<file path="src/rtl/fp_pkg.sv">
// rtl/fp_pkg.sv - shared widths, FSM states and unpacked-operand type for fp_addsub_seq
package fp_pkg;
  localparam int EXP_W   = 5;
  localparam int MAN_W   = 10;
  localparam int BIAS    = 2**(EXP_W-1)-1;
  localparam int EXP_MAX = 2**EXP_W-1;
  localparam int FW      = 1+EXP_W+MAN_W;

  typedef enum logic [2:0] {
    S_IDLE, S_UNPACK, S_ALIGN, S_ADD, S_NORM, S_ROUND, S_DONE
  } fp_state_e;

  typedef struct packed {
    logic             sign;
    logic [EXP_W-1:0] exp;
    logic [MAN_W:0]   man_ext;
  } fp_unpacked_t;

  // exp==0 is treated as zero; the stored fraction is then ignored
  function automatic fp_unpacked_t fp_unpack(input logic [FW-1:0] v);
    fp_unpacked_t u;
    u.sign    = v[FW-1];
    u.exp     = v[FW-2:MAN_W];
    u.man_ext = (u.exp == '0) ? '0 : {1'b1, v[MAN_W-1:0]};
    return u;
  endfunction
endpackage

</file>
<file path="src/rtl/fp_addsub_seq_if.sv">
// rtl/fp_addsub_seq_if.sv - operand/result handshake bundle between the program FSM and the adder
interface fp_addsub_seq_if;
  import fp_pkg::*;
  logic          start;
  logic          op_i;
  logic [FW-1:0] a_i;
  logic [FW-1:0] b_i;
  logic [FW-1:0] result;
  logic          done;
  logic          ovf;
  logic          zero;

  modport master (output start, op_i, a_i, b_i, input result, done, ovf, zero);
  modport slave  (input start, op_i, a_i, b_i, output result, done, ovf, zero);
endinterface

</file>
<file path="src/rtl/fp_norm_step.sv">
// rtl/fp_norm_step.sv - one normalisation step: right shift on carry or left shift pulling in G
module fp_norm_step #(
  parameter int MW = 12,
  parameter int EW = 6
) (
  input  logic [MW-1:0] i_man,
  input  logic [EW-1:0] i_exp,
  input  logic          i_g,
  input  logic          i_r,
  input  logic          i_s,
  input  logic          i_left,
  output logic [MW-1:0] o_man,
  output logic [EW-1:0] o_exp,
  output logic          o_g,
  output logic          o_r,
  output logic          o_s
);
  always_comb begin
    if (i_left) begin
      o_man = {i_man[MW-2:0], i_g};
      o_exp = i_exp - 1'b1;
      o_g   = i_r;
      o_r   = i_s;
      o_s   = i_s;
    end else begin
      o_man = {1'b0, i_man[MW-1:1]};
      o_exp = i_exp + 1'b1;
      o_g   = i_man[0];
      o_r   = i_g;
      o_s   = i_s | i_r;
    end
  end
endmodule

</file>
<file path="src/rtl/fp_addsub_seq.sv">
// rtl/fp_addsub_seq.sv - multi-cycle float add/subtract with GRS alignment and bidirectional normalise
// FP_ROUND_EN selects round-to-nearest-even; otherwise the ROUND state truncates.
module fp_addsub_seq
  import fp_pkg::*;
(
  input logic            clk,
  input logic            reset,
  fp_addsub_seq_if.slave bus
);
  localparam int SW = MAN_W + 5;
  localparam logic [EXP_W-1:0] ALIGN_LIM = EXP_W'(MAN_W + 3);
  localparam logic [EXP_W:0]   EXP_TOP   = (EXP_W+1)'(EXP_MAX);

  fp_state_e      r_state;
  logic [FW-1:0]  r_a, r_b;
  fp_unpacked_t   r_x, r_y;
  logic           r_y_zero;
  logic [MAN_W+1:0] r_man;
  logic [EXP_W:0] r_exp;
  logic           r_sign, r_g, r_r, r_s;
  logic [FW-1:0]  r_result;
  logic           r_done, r_ovf, r_zero;

  fp_unpacked_t     w_ua, w_ub, w_x, w_y;
  logic             w_a_big;
  logic [EXP_W-1:0] w_udiff, w_diff;
  logic [SW-1:0]    w_xe, w_ye, w_sum;
  logic [MAN_W+1:0] w_n_man;
  logic [EXP_W:0]   w_n_exp;
  logic             w_n_g, w_n_r, w_n_s, w_inc, w_ovf;
  logic [MAN_W:0]   w_rnd;
  logic [EXP_W:0]   w_rexp;

  assign w_ua    = fp_unpack(r_a);
  assign w_ub    = fp_unpack(r_b);
  assign w_a_big = {w_ua.exp, w_ua.man_ext} >= {w_ub.exp, w_ub.man_ext};
  assign w_x     = w_a_big ? w_ua : w_ub;
  assign w_y     = w_a_big ? w_ub : w_ua;
  assign w_udiff = w_x.exp - w_y.exp;
  // r_y.exp climbs toward r_x.exp during ALIGN, so the difference is the shift counter
  assign w_diff  = r_x.exp - r_y.exp;

  assign w_xe  = {1'b0, r_x.man_ext, 3'b000};
  assign w_ye  = {1'b0, r_y.man_ext, r_g, r_r, r_s};
  assign w_sum = (r_x.sign ^ r_y.sign) ? (w_xe - w_ye) : (w_xe + w_ye);

  fp_norm_step #(.MW(MAN_W+2), .EW(EXP_W+1)) u_norm (
    .i_man (r_man),   .i_exp (r_exp),   .i_g (r_g),   .i_r (r_r),   .i_s (r_s),
    .i_left(!r_man[MAN_W+1]),
    .o_man (w_n_man), .o_exp (w_n_exp), .o_g (w_n_g), .o_r (w_n_r), .o_s (w_n_s)
  );

`ifdef FP_ROUND_EN
  assign w_inc = r_g & (r_r | r_s | r_man[0]);
`else
  assign w_inc = 1'b0;
`endif
  // a carry out of the fraction means the mantissa became 10.0...0
  assign w_rnd  = {1'b0, r_man[MAN_W-1:0]} + {{MAN_W{1'b0}}, w_inc};
  assign w_rexp = r_exp + {{EXP_W{1'b0}}, w_rnd[MAN_W]};
  assign w_ovf  = w_rexp >= EXP_TOP;

  always_ff @(posedge clk or posedge reset) begin
    if (reset) begin
      r_state  <= S_IDLE;
      r_a      <= '0;
      r_b      <= '0;
      r_x      <= '0;
      r_y      <= '0;
      r_y_zero <= 1'b0;
      r_man    <= '0;
      r_exp    <= '0;
      r_sign   <= 1'b0;
      r_g      <= 1'b0;
      r_r      <= 1'b0;
      r_s      <= 1'b0;
      r_result <= '0;
      r_done   <= 1'b0;
      r_ovf    <= 1'b0;
      r_zero   <= 1'b0;
    end else begin
      case (r_state)
        S_IDLE, S_DONE: begin
          if (bus.start) begin
            r_a     <= bus.a_i;
            r_b     <= {bus.b_i[FW-1] ^ bus.op_i, bus.b_i[FW-2:0]};
            r_done  <= 1'b0;
            r_state <= S_UNPACK;
          end
        end
        S_UNPACK: begin
          r_x      <= w_x;
          r_y      <= w_y;
          r_y_zero <= (w_y.exp == '0);
          r_g      <= 1'b0;
          r_r      <= 1'b0;
          r_s      <= 1'b0;
          r_state  <= (w_y.exp == '0 || w_udiff == '0) ? S_ADD : S_ALIGN;
        end
        S_ALIGN: begin
          if (w_diff > ALIGN_LIM) begin
            r_y.man_ext <= '0;
            r_y.exp     <= r_x.exp;
            r_g         <= 1'b0;
            r_r         <= 1'b0;
            r_s         <= |r_y.man_ext;
            r_state     <= S_ADD;
          end else begin
            r_y.man_ext <= r_y.man_ext >> 1;
            r_y.exp     <= r_y.exp + 1'b1;
            r_g         <= r_y.man_ext[0];
            r_r         <= r_g;
            r_s         <= r_s | r_r;
            if (w_diff == EXP_W'(1)) r_state <= S_ADD;
          end
        end
        S_ADD: begin
          r_man             <= w_sum[SW-1:3];
          {r_g, r_r, r_s}   <= w_sum[2:0];
          r_exp             <= {1'b0, r_x.exp};
          r_sign            <= r_x.sign;
          if (w_sum == '0) begin
            r_result <= '0;
            r_zero   <= 1'b1;
            r_ovf    <= 1'b0;
            r_done   <= 1'b1;
            r_state  <= S_DONE;
          end else begin
            r_state <= r_y_zero ? S_ROUND : S_NORM;
          end
        end
        S_NORM: begin
          if (r_man[MAN_W+1] || !r_man[MAN_W]) begin
            if (!r_man[MAN_W+1] && w_n_exp == '0) begin
              r_result <= '0;
              r_zero   <= 1'b1;
              r_ovf    <= 1'b0;
              r_done   <= 1'b1;
              r_state  <= S_DONE;
            end else begin
              r_man <= w_n_man;
              r_exp <= w_n_exp;
              r_g   <= w_n_g;
              r_r   <= w_n_r;
              r_s   <= w_n_s;
            end
          end else begin
            r_state <= S_ROUND;
          end
        end
        S_ROUND: begin
          if (w_ovf) r_result <= {r_sign, {EXP_W{1'b1}}, {MAN_W{1'b0}}};
          else       r_result <= {r_sign, w_rexp[EXP_W-1:0], w_rnd[MAN_W-1:0]};
          r_ovf   <= w_ovf;
          r_zero  <= 1'b0;
          r_done  <= 1'b1;
          r_state <= S_DONE;
        end
        default: r_state <= S_IDLE;
      endcase
    end
  end

  assign bus.result = r_result;
  assign bus.done   = r_done;
  assign bus.ovf    = r_ovf;
  assign bus.zero   = r_zero;
endmodule

</file>
<file path="src/flat_wrapper.sv">
// flat-port wrapper written by rule: the top's interface ports become plain ports
module fp_addsub_seq_flat import fp_pkg::*;
  (clk, reset, bus_start, bus_op_i, bus_a_i, bus_b_i, bus_result, bus_done, bus_ovf, bus_zero);
  fp_addsub_seq_if bus_i ();
  input logic clk;
  input logic reset;
  input wire logic [$bits(bus_i.start)-1:0] bus_start;
  input wire logic [$bits(bus_i.op_i)-1:0] bus_op_i;
  input wire logic [$bits(bus_i.a_i)-1:0] bus_a_i;
  input wire logic [$bits(bus_i.b_i)-1:0] bus_b_i;
  output wire logic [$bits(bus_i.result)-1:0] bus_result;
  output wire logic [$bits(bus_i.done)-1:0] bus_done;
  output wire logic [$bits(bus_i.ovf)-1:0] bus_ovf;
  output wire logic [$bits(bus_i.zero)-1:0] bus_zero;
  assign bus_i.start = bus_start;
  assign bus_i.op_i = bus_op_i;
  assign bus_i.a_i = bus_a_i;
  assign bus_i.b_i = bus_b_i;
  assign bus_result = bus_i.result;
  assign bus_done = bus_i.done;
  assign bus_ovf = bus_i.ovf;
  assign bus_zero = bus_i.zero;
  fp_addsub_seq u_core (.clk(clk), .reset(reset), .bus(bus_i));
endmodule
</file>
<file path="config.mk">
export PLATFORM = sky130hd
export DESIGN_NAME = fp_addsub_seq_flat
export DESIGN_NICKNAME = d
export VERILOG_FILES = /design/src/rtl/fp_pkg.sv /design/src/rtl/fp_addsub_seq_if.sv /design/src/rtl/fp_norm_step.sv /design/src/rtl/fp_addsub_seq.sv /design/src/flat_wrapper.sv
export SDC_FILE = /design/constraint.sdc
export NUM_CORES = 1
export LEC_CHECK = 0
export BUFFER_PORTS_ARGS = -buffer_cell sky130_fd_sc_hd__buf_2
export CAP_MARGIN = 30
export CELL_PAD_IN_SITES_DETAIL_PLACEMENT = 0
export CELL_PAD_IN_SITES_GLOBAL_PLACEMENT = 1
export CORE_MARGIN = 5
export CORE_UTILIZATION = 47
export DETAILED_ROUTE_END_ITERATION = 8
export HOLD_SLACK_MARGIN = 0.08
export MAX_ROUTING_LAYER = met4
export PLACE_DENSITY_LB_ADDON = 0.2
export SLEW_MARGIN = 20
export SYNTH_ARGS = -nofsm -noshare
export SYNTH_HDL_FRONTEND = slang
export SYNTH_HIERARCHICAL = 1
export SYNTH_SLANG_ARGS = --single-unit
</file>
<file path="constraint.sdc">
create_clock -name clk -period 4.8 [get_ports clk]
set_clock_uncertainty 0.15 [all_clocks]
set_input_delay 0.72 -clock clk [delete_from_list [all_inputs] [get_ports clk]]
set_output_delay 0.72 -clock clk [all_outputs]
set_load 0.05 [all_outputs]
</file>
==> key figures <==
Run status
  • Status: finished, final reports clean

Synth
  • Syn_nets: 935
  • Number of synthesized flops with an enable pin: 0
  • Synth cell types: 71
  • Most frequent cell after synthesis: dfrtp_1
  • Top cells by count, synth: dfrtp_1, nand2_1, o21ai_0
  • Register area share after synthesis: 37.5%
  • Avg Synthesized Cell Area: 8.74 sq um
  • Syn Std Cell Area: 0.00741 sq mm
  • Synth top area cells: dfrtp_1, ha_1, mux2_2
  • Post-synth top area share: 37.5%
  • Async S/R FF share, synth: 100%
  • Cells after Synth: 848
  • Ys flop type: dfrtp_1
  • Synth area leader: dfrtp_1
  • Synth warn: 6
  • Synth Register Bits: 111

CTS
  • Total CTS buffers: 9
  • Clock Latency Late Sink: 0.35 ns
  • Post-cts sizing count: 0
  • Clock transition at the registers of the reported paths: 0.08 ns
  • CTS max path bufs: 2
  • Clock root buffer: clkbuf_16
  • Hold_buf cts: 0
  • H-tree levels: 3
  • Clock Sinks: 111
  • CTS tree: yes
  • Postcts setup bufs: 0

Placed design
  • Port-buffer cells: 54
  • HPWL Detailed: 13.6 mm
  • GP Congestion: 0.913
  • Setup WS pre-CTS: 0.687 ns

Routing
  • DR pass1 iterations: 5
  • Routed Antenna Nets: 0
  • WL/cell: 16.3 microns
  • Vias: 6170
  • Vias per Instance: 5.59
  • DRC viols: 0
  • DR iter-0 viols: 392
  • Post-Route WL: 17.9 mm

Run
  • Max-Cap Viols: 0

Timing
  • # setup viols final: 0
  • Rel. slew slack: 42.2%
  • RSZ-0062 raised after global routing: false
  • Slew @ Worst Pin: 0.867 ns
  • Final period utilization: 86.0%
  • Max Slew Vio Count: 0
  • Min Hold Slack: 0.135 ns
  • Fmax: 0.242 GHz
  • Setup_tns: 0 ns
  • Post-layout minimum cycle time: 4.13 ns
  • Crit path setup slack, layout: 0.673 ns
  • Hold Fails Final Rpt: 0

Global route
  • First-pass GRT wire length: 30.7 mm
  • Antenna violations before repair: 0
  • Gr ovfl total: 0
  • GRT Util Overall: 20.8%
  • Largest net degree at the start of global routing: 51
  • Number of global-route vias before repair: 6171

Setup path
  • Crit path max fanout: 39
  • CP arrival: 4.27 ns
  • CP Capture Type: flop
  • CP required: 4.94 ns
  • Crit start category: flop
  • WS Path Type: flop to flop
  • Internal reg-to-reg setup slack: 0.67 ns
  • R2R cell count: 13

Die
  • Die area: 0.0184 sq mm
  • # rows: 46
  • Core area: 0.0157 sq mm
  • Initial core utilization: 47.4%
  • Die width: 136 microns
  • I/O pin cnt: 55
  • Die Height: 136 microns

Min path
  • Worst Hold Class: input pin to asynchronous set/reset pin

Finish
  • Final nets: 970
  • FILL cells: 1509
  • Share of cells above drive strength 1: 15.8%
  • Sequential Area: 0.00278 sq mm
  • Multi-input combinational cell area: 0.00428 sq mm
  • Final core occ: 52.3%
  • Antenna fix cells: 0
  • Area grow syn2layout: 10.5%
registers in the layout, summed over array words and instances, names as in the netlist, 3 cells and up:
| name | cells |
|---|---|
| u_core/r_exp | 6 |
| u_core/r_x | 17 |
| u_core/r_man | 12 |
| u_core/r_y | 17 |
| u_core/r_state | 3 |
| u_core/bus.result | 16 |
| u_core/r_b | 16 |
| u_core/r_a | 16 |
cells in the final DEF (no fill, tap or decap), drive strengths merged, types with 4 or more instances in the layout:
cell,count
and3,8
dfrtp,111
o21a,8
o21ai,83
nand2,104
a22oi,4
xnor2,16
buf,66
nand4,6
nor4,8
a22o,11
a21oi,67
nor3,14
o2bb2ai,6
a211o,11
xor2,5
nand2b,8
a31oi,15
mux2,40
a211oi,4
o211ai,5
inv,51
clkbuf,10
or3,7
nor2b,6
and2,13
nor2,72
nand3,17
mux2i,10
a21o,6
ha,48
worst max-delay path: stages (launching register included):
cell	delay, ns
dfrtp_1	0.46
nor3_1	0.21
nand2_1	0.26
and2_1	0.30
ha_1	0.30
o21a_1	0.11
o21ai_0	0.07
a221oi_1	0.42
o21a_1	0.26
or2_2	0.58
o22ai_1	0.16
or4_1	0.43
a22oi_1	0.25
a211o_1	0.13
cell type report:
| cell class | count | area share [%] |
|---|---|---|
| clock inverters | 6 | 0.840 |
| multi-input cells | 645 | 52.2 |
| inverters | 50 | 2.32 |
| well taps | 216 | 3.30 |
| clock buffers | 10 | 2.92 |
| repair buffers | 66 | 4.49 |
| flip-flops and latches | 111 | 33.9 |
metrics by stage:
| step | cell area, sq um | cells |
|---|---|---|
| after floorplan | 7410 | 848 |
| after global placement | 7870 | 1087 |
| after detailed placement | 7870 | 1087 |
| after CTS | 8180 | 1103 |
| after global routing | 8190 | 1104 |
| final | 8190 | 1104 |
path summary, 6_finish.rpt:
path	endpoint	from
max	u_core/r_state[0]	u_core/r_a[10]
min	u_core/r_b[12]	reset
max reg2reg	u_core/r_state[0]	u_core/r_a[10]
min reg2reg	u_core/bus.result[11]	u_core/bus.result[11]
max in group asynchronous	u_core/r_g	reset
min in group clk	u_core/bus.result[11]	u_core/bus.result[11]
per-layer routing:
layer  global-route usage, %  up-vias  share of wire, %
li1                        -     3093                 -
met2                    33.4      126                46
met5                       -        -                 0
met4                    4.03        0              0.94
met3                    2.86       12               3.8
met1                    28.5     2939                49
logic make-up after synthesis:
logic type,share of synthesized area (%)
muxes,7.43
adders and majority gates,8.91
buffers and inverters,5.01
and+or+nand+nor,17.1
DFF,37.5
AOI/OAI and AO/OA,21.5
xor gates and xnor gates,2.58
Power is left out: the tool's default activity adds up to more than one toggle a clock period on the data nets, which glitch-free logic cannot reach.
